[config.mk]
export PLATFORM = sky130hd
export DESIGN_NAME = tick_period_monitor
export DESIGN_NICKNAME = d
export VERILOG_FILES = /design/src/rtl/tick_period_monitor.sv
export SDC_FILE = /design/constraint.sdc
export NUM_CORES = 1
export LEC_CHECK = 0
export ABC_AREA = 1
export BUFFER_PORTS_ARGS = -buffer_cell sky130_fd_sc_hd__buf_4
export CORE_MARGIN = 5
export CORE_UTILIZATION = 50
export CTS_CLUSTER_SIZE = 20
export DETAILED_ROUTE_END_ITERATION = 10
export PLACE_DENSITY = 0.71
export SYNTH_ARGS = -nofsm -noshare
export SYNTH_HDL_FRONTEND = slang
export SYNTH_SLANG_ARGS = --single-unit
export TNS_END_PERCENT = 50
[constraint.sdc]
create_clock -name clk -period 1.9 [get_ports clk]
set_input_delay 0.38 -clock clk [delete_from_list [all_inputs] [get_ports clk]]
set_output_delay 0.38 -clock clk [all_outputs]
set_load 0.03 [all_outputs]
[src/rtl/tick_period_monitor.sv]
// Measures the clock cycles between rising edges of a periodic tick and classifies
// each period against EXP_PERIOD +/- TOL, tracking lock, timeout and error count.
module tick_period_monitor #(
    parameter int CNT_W      = 8,
    parameter int EXP_PERIOD = 21,
    parameter int TOL        = 0,
    parameter int LOCK_N     = 4,
    parameter int TIMEOUT    = 64
) (
    input  logic             clk,
    input  logic             rst,
    input  logic             tick,
    input  logic             clr_err,
    output logic [CNT_W-1:0] period,
    output logic             period_valid,
    output logic             ok,
    output logic             err,
    output logic             timeout,
    output logic             locked,
    output logic [7:0]       err_count
);

    localparam int RUN_W = $clog2(LOCK_N + 1);
    localparam logic [CNT_W-1:0] EXP_C   = CNT_W'(EXP_PERIOD);
    localparam logic [CNT_W-1:0] TOL_C   = CNT_W'(TOL);
    localparam logic [CNT_W-1:0] TO_LAST = CNT_W'(TIMEOUT - 1);
    localparam logic [CNT_W-1:0] CNT_ONE = CNT_W'(1);
    localparam logic [RUN_W-1:0] LOCK_C  = RUN_W'(LOCK_N);
    localparam logic [RUN_W-1:0] RUN_ONE = RUN_W'(1);

    typedef enum logic [1:0] {WAIT_FIRST, MEASURE, LOCKED} state_t;

    state_t           state_q, state_d;
    logic             tick_q;
    logic [CNT_W-1:0] cnt_q, cnt_d;
    logic [RUN_W-1:0] run_q, run_d;
    logic [CNT_W-1:0] period_q, period_d;
    logic             pv_q, pv_d;
    logic             ok_q, ok_d;
    logic             err_q, err_d;
    logic             to_q, to_d;
    logic             locked_q, locked_d;
    logic [7:0]       ec_q, ec_d;

    logic             tick_rise;
    logic [CNT_W-1:0] dev;
    logic             in_tol;
    logic [RUN_W-1:0] run_inc;
    logic             ec_inc;

    assign tick_rise = tick & ~tick_q;
    // Absolute deviation taken by ordering the operands, so short periods never wrap.
    assign dev       = (cnt_q >= EXP_C) ? (cnt_q - EXP_C) : (EXP_C - cnt_q);
    assign in_tol    = (dev <= TOL_C);
    assign run_inc   = (run_q == LOCK_C) ? run_q : (run_q + RUN_ONE);

    always_comb begin
        state_d  = state_q;
        cnt_d    = cnt_q;
        run_d    = run_q;
        period_d = period_q;
        pv_d     = 1'b0;
        ok_d     = 1'b0;
        err_d    = 1'b0;
        to_d     = 1'b0;
        locked_d = locked_q;
        ec_inc   = 1'b0;
        case (state_q)
            WAIT_FIRST: begin
                if (tick_rise) begin
                    cnt_d   = CNT_ONE;
                    state_d = MEASURE;
                end
            end
            default: begin
                if (tick_rise) begin
                    cnt_d    = CNT_ONE;
                    period_d = cnt_q;
                    pv_d     = 1'b1;
                    if (in_tol) begin
                        ok_d  = 1'b1;
                        run_d = run_inc;
                        if (run_inc == LOCK_C) begin
                            locked_d = 1'b1;
                            state_d  = LOCKED;
                        end
                    end else begin
                        err_d    = 1'b1;
                        run_d    = '0;
                        locked_d = 1'b0;
                        state_d  = MEASURE;
                        ec_inc   = 1'b1;
                    end
                end else if (cnt_q == TO_LAST) begin
                    to_d     = 1'b1;
                    locked_d = 1'b0;
                    run_d    = '0;
                    cnt_d    = '0;
                    ec_inc   = 1'b1;
                    state_d  = WAIT_FIRST;
                end else begin
                    cnt_d = cnt_q + CNT_ONE;
                end
            end
        endcase

        // A clear wins over a coincident error so the counter restarts from zero.
        if (clr_err) begin
            ec_d = 8'd0;
        end else if (ec_inc && (ec_q != 8'hFF)) begin
            ec_d = ec_q + 8'd1;
        end else begin
            ec_d = ec_q;
        end
    end

    always_ff @(posedge clk) begin
        if (rst) begin
            state_q  <= WAIT_FIRST;
            tick_q   <= 1'b0;
            cnt_q    <= '0;
            run_q    <= '0;
            period_q <= '0;
            pv_q     <= 1'b0;
            ok_q     <= 1'b0;
            err_q    <= 1'b0;
            to_q     <= 1'b0;
            locked_q <= 1'b0;
            ec_q     <= 8'd0;
        end else begin
            state_q  <= state_d;
            tick_q   <= tick;
            cnt_q    <= cnt_d;
            run_q    <= run_d;
            period_q <= period_d;
            pv_q     <= pv_d;
            ok_q     <= ok_d;
            err_q    <= err_d;
            to_q     <= to_d;
            locked_q <= locked_d;
            ec_q     <= ec_d;
        end
    end

    assign period       = period_q;
    assign period_valid = pv_q;
    assign ok           = ok_q;
    assign err          = err_q;
    assign timeout      = to_q;
    assign locked       = locked_q;
    assign err_count    = ec_q;

endmodule

==> reports/qor_table.md <==
| Step | Quantity | Reported |
|---|---|---|
| worst hold path | Class of the tightest hold or removal check | primary input to flop |
| synth | Share of Yosys cell area claimed by the top area cell type | 38.5% |
| global routing | Maximum number of pins on one net before global-route repair | 16 |
| clocking | Clock H-tree levels | 2 |
| synth | Number of warnings reported in the yosys synthesis log | 0 |
| place | Placed cell areas | 0.00208 mm2 |
| synth | Syn Inst Count | 239 |
| clocking | Clock slew at reported path FFs | 70 ps |
| sta | Total count of hold-check failures in the final report | 0 |
| synth | Dominant cell type by area after synthesis | sky130_fd_sc_hd__dfxtp_1 |
| clocking | Clock root cell | sky130_fd_sc_hd__clkbuf_8 |
| global routing | Number of global-route vias before repair | 1514 |
| sta | Number of pins with negative max-slew slack in the final report | 0 |
| layout | Commonest cells after routing, fill and taps aside | 42 x sky130_fd_sc_hd__nand2_1, 32 x sky130_fd_sc_hd__dfxtp_1, 31 x sky130_fd_sc_hd__buf_4 |
| worst setup path | Critical Path Fanout Max | 9 |
| layout | P&R area growth vs syn | 20.7% |
| detailed routing | Total Wirelength | 3940 um |
| sta | Worst Max-Slew Pin Slew | 441 ps |
| global routing | Number of antenna violations at the first check in global routing | 0 |
| clocking | # hold bufs at CTS | 0 |
| power and ir drop | Post-route total power | 1.42 mW |
| layout | Post-Layout Inst Area | 0.00220 mm2 |
| detailed routing | Number of vias after detailed routing | 1615 |
| synth | Number of flops mapped to enable cells by yosys | 0 |
| sta | Total Negative Setup Slacks | 0 ps |
| synth | Main flop type after synthesis | sky130_fd_sc_hd__dfxtp_1 |
| worst setup path | Type of element launching the critical path | flop |
| synth | Post-Synthesis Cell Area | 0.00182 mm2 |
| synth | Sequential fraction of the synthesis area | 38.5% |
| sta | Total setup violations reported at the end of the flow | 0 |
| clocking | Clock buffer depth | 2 |
| layout | Commonest non-fill, non-tap cell in the layout | sky130_fd_sc_hd__nand2_1 |
| worst setup path | Critical path required time | 2080 ps |
| detailed routing | DRC violation count after routing | 0 |
| clocking | Clock tree sinks | 35 |
| floorplanning | Die Y-Extent | 70.3 um |
| clocking | Clock buffers created by TritonCTS | 5 |
| sta | Upper clock frequency limit | 568 MHz |
| sta | Final period utilization | 92.7% |
| synth | Number of synthesized register bits | 35 |
| synth | Synthesized area per cell | 7.61 um2 |
| floorplanning | Top-level I/O count | 25 |
| sta | Worst max-slew margin expressed relative to the limit | 70.6% |
| detailed routing | DRC violation total after the first TritonRoute iteration | 75 |
| detailed routing | Average routed wire per standard cell | 12.2 um |
| sta | Final worst path period need | 1760 ps |
| power and ir drop | Power density normalized to cell area | 647 mW/mm2 |
| layout | Filler instances | 351 |
| clocking | TritonCTS clock tree | yes |
| synth | Async SR Flop Fraction | 0% |
| floorplanning | Die boundary width | 70.3 um |
| place | Post-DP HPWL | 2790 um |
| place | Number of input and output port buffers inserted | 24 |
| place | Placer congestion estimate | 0.886 |
| run | Max capacitance violation total | 0 |
| clocking | Clock latency reported for the late side of the worst-skew pair | 280 ps |
| layout | Antenna diode count | 0 |
| power and ir drop | Static leakage power | 0.975 nW |
| power and ir drop | Worst IR Drop VDD | 0.325 mV |
| floorplanning | Effective utilization at floorplan | 50.5% |
| worst setup path | Crit path capture type | flop |
| floorplanning | Overall die area | 0.00494 mm2 |
| sta | Maximum clock skew at final layout | 6.21 ps |
| detailed routing | Via density | 5.00 |
| global routing | Overall overflow remaining after global route | 0 |
| detailed routing | 1st-pass router iterations | 4 |
| synth | Yosys cell types | 31 |
| worst setup path | Worst Setup Path Type | flop to flop |
| global routing | Global routing usage summed across all routing layers | 16.3% |
| floorplanning | Core area | 0.00361 mm2 |
| synth | Post-synth net total | 252 |
| global routing | Wire length of the first global-routing pass | 6590 um |
| worst setup path | Data arrival time at the worst-slack endpoint | 1940 ps |
| floorplanning | Row Count | 22 |
| layout | Nets@finish | 289 |
| status | Result of the run | finished clean |
| synth | Synth area leaders | sky130_fd_sc_hd__dfxtp_1 39%, sky130_fd_sc_hd__nand2_1 8.7%, sky130_fd_sc_hd__a21oi_1 7.2% |
| detailed routing | Number of nets with antenna violations after routing | 0 |
| layout | Share of post-route cells with drive strength above 1 | 21.5% |
==> area by class of cell <==
type	count	area [um2]	share of cell area (%)
Multi-Input combinational cell	174	1010	46.1
Tap cell	48	60.1	2.74
Timing Repair Buffer	31	233	10.6
Sequential cell	35	704	32.1
Inverter	29	114	5.19
Clock buffer	6	72.6	3.30
==> metrics by stage <==
step	std cells	hold slack [ps]	setup WS (ps)	utilization, %
global route	323	345	-15.6	60.9
finish	323	333	139	60.9
detailed placement	314	473	52.3	57.7
CTS	320	333	47.6	59.8
global placement	314	466	141	57.7
floorplan	239	453	136	-
==> cell usage after synthesis, types with 2 or more instances <==
cell type                  number
sky130_fd_sc_hd__nor2_1        24
sky130_fd_sc_hd__inv_1         27
sky130_fd_sc_hd__a21oi_1       26
sky130_fd_sc_hd__nand3_4        2
sky130_fd_sc_hd__nand3b_1       2
sky130_fd_sc_hd__ha_1           9
sky130_fd_sc_hd__xor2_1         8
sky130_fd_sc_hd__dfxtp_1       35
sky130_fd_sc_hd__nand2_2        5
sky130_fd_sc_hd__nand3_1       14
sky130_fd_sc_hd__a21boi_0       2
sky130_fd_sc_hd__nor2_4         2
sky130_fd_sc_hd__nand4_1        7
sky130_fd_sc_hd__xnor2_1        2
sky130_fd_sc_hd__nand2_1       42
sky130_fd_sc_hd__a211oi_1       2
sky130_fd_sc_hd__o21ai_0       13
sky130_fd_sc_hd__nor3_1         4
==> sequential cells by signal, indices dropped and copies added, names as in the netlist <==
register      cells
timeout           1
period            8
err               1
state_q           2
period_valid      1
cnt_q             8
run_q             3
ok                1
tick_q            1
locked            1
err_count         8
==> timing repair <==
item                                    CTS  global route
resized for setup                         0             7
setup buffers                             0             1
endpoints found under the setup margin    0            14
==> where the power goes <==
| part | total [mW] | internal [mW] | switching [mW] |
|---|---|---|---|
| Combinational | 0.168 | 0.0585 | 0.110 |
| Clock | 0.489 | 0.244 | 0.245 |
| Sequential | 0.763 | 0.752 | 0.0104 |
| Total | 1.42 | 1.05 | 0.365 |
==> critical path, stage by stage, from the launching register on <==
cell and delay (ps):
sky130_fd_sc_hd__dfxtp_1 390, sky130_fd_sc_hd__ha_1 210, sky130_fd_sc_hd__nand2_1 80, sky130_fd_sc_hd__nor3_1 330
sky130_fd_sc_hd__nand3_2 300, sky130_fd_sc_hd__nand3_4 200, sky130_fd_sc_hd__nand2_1 60, sky130_fd_sc_hd__nand2_1 50
sky130_fd_sc_hd__nor2_1 40
==> layer usage <==
layer | vias to the layer above | routed length (um) | track usage [%]
met2 | 33 | 1720 | 25.9
met1 | 713 | 1940 | 20.9
met5 | - | 0 | 0
met4 | 0 | 56 | 5.74
li1 | 864 | - | -
met3 | 5 | 223 | 4.75
==> logic make-up after synthesis <==
family	synth area share, %
DFF	38.5
adders and majority gates	6.19
and+or+nand+nor	30.2
xor gates and xnor gates	4.81
buffers and inverters	7.50
AOI/OAI and AO/OA	12.8
==> path summary, 6_finish.rpt <==
kind                                                start                        end  slack (ps)  cells after the start
worst max-delay path            err_count[0]$_SDFFE_PP0P_  err_count[0]$_SDFFE_PP0P_         140                      8
worst min-delay path                              clr_err  err_count[0]$_SDFFE_PP0P_         330                      4
worst max register to register  err_count[0]$_SDFFE_PP0P_  err_count[0]$_SDFFE_PP0P_         140                      8
worst min register to register      cnt_q[5]$_SDFFE_PP0P_      cnt_q[5]$_SDFFE_PP0P_         480                      2
Note: power is estimated with default switching activity, not from simulation.
